$ cat src/rtl/e203_itcm_icb_arbt.sv
// ITCM ICB arbiter: round-robin IFU/LSU command mux with grant lock,
// plus an in-order source FIFO steering ITCM responses to their owner.
module e203_itcm_icb_arbt #(
  parameter int AW     = 16,
  parameter int DW     = 64,
  parameter int OUTS_N = 2
) (
  input  logic            clk,
  input  logic            rst,

  input  logic            ifu_icb_cmd_valid,
  output logic            ifu_icb_cmd_ready,
  input  logic [AW-1:0]   ifu_icb_cmd_addr,
  output logic            ifu_icb_rsp_valid,
  input  logic            ifu_icb_rsp_ready,
  output logic            ifu_icb_rsp_err,
  output logic [DW-1:0]   ifu_icb_rsp_rdata,

  input  logic            lsu_icb_cmd_valid,
  output logic            lsu_icb_cmd_ready,
  input  logic [AW-1:0]   lsu_icb_cmd_addr,
  input  logic            lsu_icb_cmd_read,
  input  logic [DW-1:0]   lsu_icb_cmd_wdata,
  input  logic [DW/8-1:0] lsu_icb_cmd_wmask,
  output logic            lsu_icb_rsp_valid,
  input  logic            lsu_icb_rsp_ready,
  output logic            lsu_icb_rsp_err,
  output logic [DW-1:0]   lsu_icb_rsp_rdata,

  output logic            itcm_icb_cmd_valid,
  input  logic            itcm_icb_cmd_ready,
  output logic [AW-1:0]   itcm_icb_cmd_addr,
  output logic            itcm_icb_cmd_read,
  output logic [DW-1:0]   itcm_icb_cmd_wdata,
  output logic [DW/8-1:0] itcm_icb_cmd_wmask,
  input  logic            itcm_icb_rsp_valid,
  output logic            itcm_icb_rsp_ready,
  input  logic            itcm_icb_rsp_err,
  input  logic [DW-1:0]   itcm_icb_rsp_rdata
);

  localparam int MW = DW / 8;
  localparam int PW = (OUTS_N > 1) ? $clog2(OUTS_N) : 1;
  localparam int CW = $clog2(OUTS_N + 1);
  localparam logic [CW-1:0] FULL_CNT = CW'(OUTS_N);
  localparam logic [PW-1:0] LAST_PTR = PW'(OUTS_N - 1);

  typedef enum logic {
    SRC_IFU = 1'b0,
    SRC_LSU = 1'b1
  } src_e;

  src_e          last_grant;
  src_e          lock_grant;
  src_e          arb_grant;
  src_e          grant;
  logic          lock;

  src_e          src_q [OUTS_N];
  logic [PW-1:0] wptr;
  logic [PW-1:0] rptr;
  logic [CW-1:0] cnt;
  logic          full;
  logic          empty;
  src_e          head;

  logic          req;
  logic          cmd_hs;
  logic          rsp_hs;

  function automatic logic [PW-1:0] ptr_inc(
    input logic [PW-1:0] p
  );
    return (p == LAST_PTR) ? '0 : p + 1'b1;
  endfunction

  assign full  = (cnt == FULL_CNT);
  assign empty = (cnt == '0);
  assign head  = src_q[rptr];

  // Reset leaves last_grant at LSU so IFU wins the first tie.
  always_comb begin
    arb_grant = SRC_IFU;
    unique case (1'b1)
      ifu_icb_cmd_valid & lsu_icb_cmd_valid:
        arb_grant = (last_grant == SRC_LSU)
                  ? SRC_IFU : SRC_LSU;
      lsu_icb_cmd_valid & ~ifu_icb_cmd_valid:
        arb_grant = SRC_LSU;
      default:
        arb_grant = SRC_IFU;
    endcase
  end

  assign grant = lock ? lock_grant : arb_grant;

  always_comb begin
    req                = 1'b0;
    ifu_icb_cmd_ready  = 1'b0;
    lsu_icb_cmd_ready  = 1'b0;
    itcm_icb_cmd_addr  = '0;
    itcm_icb_cmd_read  = 1'b1;
    itcm_icb_cmd_wdata = '0;
    itcm_icb_cmd_wmask = '0;
    if (grant == SRC_LSU) begin
      req                = lsu_icb_cmd_valid;
      lsu_icb_cmd_ready  = itcm_icb_cmd_ready & ~full;
      itcm_icb_cmd_addr  = lsu_icb_cmd_addr;
      itcm_icb_cmd_read  = lsu_icb_cmd_read;
      itcm_icb_cmd_wdata = lsu_icb_cmd_wdata;
      itcm_icb_cmd_wmask = lsu_icb_cmd_wmask;
    end else begin
      req                = ifu_icb_cmd_valid;
      ifu_icb_cmd_ready  = itcm_icb_cmd_ready & ~full;
      itcm_icb_cmd_addr  = ifu_icb_cmd_addr;
    end
  end

  assign itcm_icb_cmd_valid = req & ~full;
  assign cmd_hs = itcm_icb_cmd_valid & itcm_icb_cmd_ready;

  // Responses with no outstanding entry are left unacknowledged.
  always_comb begin
    ifu_icb_rsp_valid  = 1'b0;
    lsu_icb_rsp_valid  = 1'b0;
    itcm_icb_rsp_ready = 1'b0;
    if (!empty) begin
      if (head == SRC_LSU) begin
        lsu_icb_rsp_valid  = itcm_icb_rsp_valid;
        itcm_icb_rsp_ready = lsu_icb_rsp_ready;
      end else begin
        ifu_icb_rsp_valid  = itcm_icb_rsp_valid;
        itcm_icb_rsp_ready = ifu_icb_rsp_ready;
      end
    end
  end

  assign ifu_icb_rsp_err   = itcm_icb_rsp_err;
  assign ifu_icb_rsp_rdata = itcm_icb_rsp_rdata;
  assign lsu_icb_rsp_err   = itcm_icb_rsp_err;
  assign lsu_icb_rsp_rdata = itcm_icb_rsp_rdata;

  assign rsp_hs = itcm_icb_rsp_valid & itcm_icb_rsp_ready;

  always_ff @(posedge clk) begin
    if (rst) begin
      last_grant <= SRC_LSU;
      lock_grant <= SRC_IFU;
      lock       <= 1'b0;
    end else begin
      if (cmd_hs) begin
        last_grant <= grant;
        lock       <= 1'b0;
      end else if (itcm_icb_cmd_valid) begin
        lock       <= 1'b1;
        lock_grant <= grant;
      end
    end
  end

  always_ff @(posedge clk) begin
    if (rst) begin
      wptr <= '0;
      rptr <= '0;
      cnt  <= '0;
    end else begin
      if (cmd_hs)
        wptr <= ptr_inc(wptr);
      if (rsp_hs)
        rptr <= ptr_inc(rptr);
      unique case ({cmd_hs, rsp_hs})
        2'b10:   cnt <= cnt + 1'b1;
        2'b01:   cnt <= cnt - 1'b1;
        default: cnt <= cnt;
      endcase
    end
  end

  always_ff @(posedge clk) begin
    if (cmd_hs)
      src_q[wptr] <= grant;
  end

  logic unused_mw;
  assign unused_mw = (MW == 0);

endmodule

$ cat config.mk
export PLATFORM = sky130hd
export DESIGN_NAME = e203_itcm_icb_arbt
export DESIGN_NICKNAME = d
export VERILOG_FILES = /design/src/rtl/e203_itcm_icb_arbt.sv
export SDC_FILE = /design/constraint.sdc
export NUM_CORES = 1
export LEC_CHECK = 0
export ABC_CLOCK_PERIOD_IN_PS = 3050
export CAP_MARGIN = 30
export CORE_AREA = 2 2 158 160
export DETAILED_ROUTE_END_ITERATION = 8
export DIE_AREA = 0 0 160 162
export MAX_ROUTING_LAYER = met4
export SETUP_SLACK_MARGIN = 0.02
export SLEW_MARGIN = 0
export SYNTH_ARGS = -nofsm -noshare
export SYNTH_HDL_FRONTEND = slang
export SYNTH_SLANG_ARGS = --single-unit
$ cat constraint.sdc
create_clock -name clk -period 3.05 [get_ports clk]
set_input_delay 0.61 -clock clk [delete_from_list [all_inputs] [get_ports clk]]
set_output_delay 0.61 -clock clk [all_outputs]
set_load 0.005 [all_outputs]
==> flow_summary.ini <==
[timing]
max_slew_margin = 0.7131
rsz0062_at_grt = true
setup_slack_ns = 0.05444
fin_crit_ns = 2.996
worst_pin_slew_ns = 0.4184
skew_ns = 0.002850
drv_slew = 0
setup_viol = 0
hold_ws_ns = 0.5180
fmaxAchievable_mhz = 333.8
timing.final.crit_share = 0.9821
final-hold-violation-count = 0

[yosys]
synth_area_mm2 = 0.002167
yosysTopAreaCell = buf_4
seq_area_frac_synth = 0.1016
ys_warn_count = 0
syn_area_per_cell_um2 = 7.604
ys_ff_latch = 10
yosysTopAreaCellShare = 0.4503
synth_cell_types = 29
syn-num-nets = 464
yosys-top-cells-area = buf_4, nor2b_1, mux2_2
syn_inst = 285

[clock_tree]
clock_path_buffers = 2
cts_made_buffers = 3
clk_pin_slew_ns = 0.04
cts_sinks = 10
cts_hold_buf = 0
htreeDepth = 1
cts_tree = built
cts_root_buf = clkbuf_16
clock_latency_ns = 0.24

[hold_path]
hold_path.class = reg -> reg

[critical_path]
path_depth = 8
timing.rr.start = lock_grant$_SDFFE_PP0P_
crit_buf_inv = 5
ff2ff_path_depth = 5
path_class = in -> out
cp.arrival_ns = 2.39
r2r_setup_slack_ns = 1.04
crit_family = buffers and inverters
cp.required_ns = 2.44
cp_slowest_stage_delay_ns = 0.42
r2r-end = cnt[1]$_SDFFE_PP0P_
path_max_fanout = 15
worst_setup_path_end_kind = primary output
crit_slowest_cell = clkdlybuf4s50_1
worstSetupEndpoint = itcm_icb_cmd_addr[8]
crit_path_cell_trace = clkdlybuf4s50_1 > nor2b_2 > a22oi_2 > buf_6 > buf_4 > clkbuf_16 > mux2_2 > dlygate4sd2_1
crit_path_start_kind = primary input
startpoint = lsu_icb_cmd_valid

[drt]
wl_um = 8158
routed_via_density = 2.902
ant_nets = 0
drc = 0
drt_iter0_drc = 46
drtPass1Iterations = 4
dr_total_vias = 2023
wl_per_cell_um = 11.70

[grt]
grt-busiest-layer = met2
grtUsageMet1 = 0.05919
grtUsageTotal = 0.05661
use_met3 = 0.02171
overflow = 0
met2_usage = 0.08776
grt_start_max_net_pins = 31
grt_pass1_vias = 2026
grt_pass1_wl_um = 11250
antenna_found_initial = 0

[floorplan]
die_w_um = 160
num_io_pins = 403
rows = 57
dieArea_mm2 = 0.02592
start_util = 0.08990
die_y_um = 162
core_area_mm2 = 0.02411

[layout]
drive_gt1_frac = 0.1287
final_nets = 553
diodes = 0
final_cell_mix = clkdlybuf4s50_1, nor2b_1, dlymetal6s2s_1
syn_to_final_growth_pct = 85.97
layout_commonest_cell = clkdlybuf4s50_1

[power]
vdd_drop_max_mv = 0.1528
power_uw = 1140
p_per_area_mw_per_mm2 = 282.9
p_leak_uw = 0.002171

[placed_design]
preCtsSetupSlack_ns = -0.07641
dpl.hpwl_um = 6767
portBuffers = 207
gp_congestion = 0.6627

[run]
cap_violations = 0

[status]
status = completed
power by group:
| part | total [uW] | switching (uW) | internal [uW] |
|---|---|---|---|
| clock network | 262 | 65.0 | 197 |
| registers | 186 | 25.6 | 160 |
| logic | 692 | 233 | 459 |
| total | 1140 | 324 | 816 |
cells in the mapped netlist (all sizes together):
master and number:
xor2 1, a311oi 1, dfxtp 8, o21ai 2
a211oi 1, nand2b 1, clkbuf 7, mux2i 4
mux2 16, nor2 12, nor2b 75, nand2 1
xnor2 3, o21bai 1, or3 1, o211ai 2
or2 1, inv 3, ha 1, edfxtp 2
and3b 1, a2111o 1, a221o 1, a22oi 1
nand3b 1, a21oi 2, buf 135
worst min-delay path by stage:
stage / startpoint / endpoint / slack, ns / cells after the start
6_report: rptr$_SDFFE_PP0P_ / register / 0.52 / 2
5_1_grt: last_grant$_SDFFE_PP1N_ / last_grant$_SDFFE_PP1N_ / 0.56 / 1
4_1_cts: rptr$_SDFFE_PP0P_ / register / 0.52 / 2
3_5_place_dp: rptr$_SDFFE_PP0P_ / register / 0.51 / 2
3_3_place_gp: rptr$_SDFFE_PP0P_ / rptr$_SDFFE_PP0P_ / 0.50 / 2
2_1_floorplan: last_grant$_SDFFE_PP1N_ / last_grant$_SDFFE_PP1N_ / 0.46 / 1
cells by family after synthesis:
logic type,synth area share
multiplexers,0.1016
adder cells (fa/ha/maj),0.005773
buffers and inverters,0.4786
XOR/XNOR,0.01617
AND/OR/NAND/NOR,0.2558
AO/OA/AOI/OAI,0.04042
flip-flops,0.1016
worst reg2reg max path: stages (launching register included):
cell	delay, ns
dfxtp_1	0.44
mux2i_1	0.13
a2111o_1	0.51
ha_1	0.35
or3_1	0.37
a21oi_1	0.13
registers in the layout (all words and copies together), names as in the netlist, named ones only:
register	count
cnt	2
src_q	2
last_grant	1
lock	1
lock_grant	1
rptr	1
wptr	1
metal layers:
| metal | up-vias | share of wire |
|---|---|---|
| li1 | 933 | - |
| met1 | 835 | 0.33 |
| met2 | 190 | 0.47 |
| met3 | 65 | 0.13 |
| met4 | 0 | 0.065 |
| met5 | - | 0 |
timing repair:
action / in CTS / in global routing
endpoints found under the hold margin: 0 / 0
pin swaps: 0 / 1
endpoints found under the setup margin: 39 / 50
cloned: 0 / 1
setup buffers: 0 / 6
gates resized for setup: 14 / 61
area by class of cell:
class / count / area [um^2]
Timing Repair Buffer: 226 / 2377
Inverter: 3 / 11.26
Fill cell: 2752 / 20080
Multi-Input combinational cell: 130 / 927.1
Clock buffer: 4 / 88.84
Sequential cell: 10 / 220.2
Tap cell: 324 / 405.4
metrics by stage:
stage               utilization  cells   TNS, ns  area (um^2)
floorplan                     -    285         0         2167
global placement         0.1551    686   -0.2960         3739
detailed placement       0.1551    686   -0.9627         3739
CTS                      0.1583    690   -0.2565         3815
global route             0.1672    697  -0.05444         4030
finish                   0.1672    697         0         4030
No activity file was read; power rests on OpenSTA's default activity.
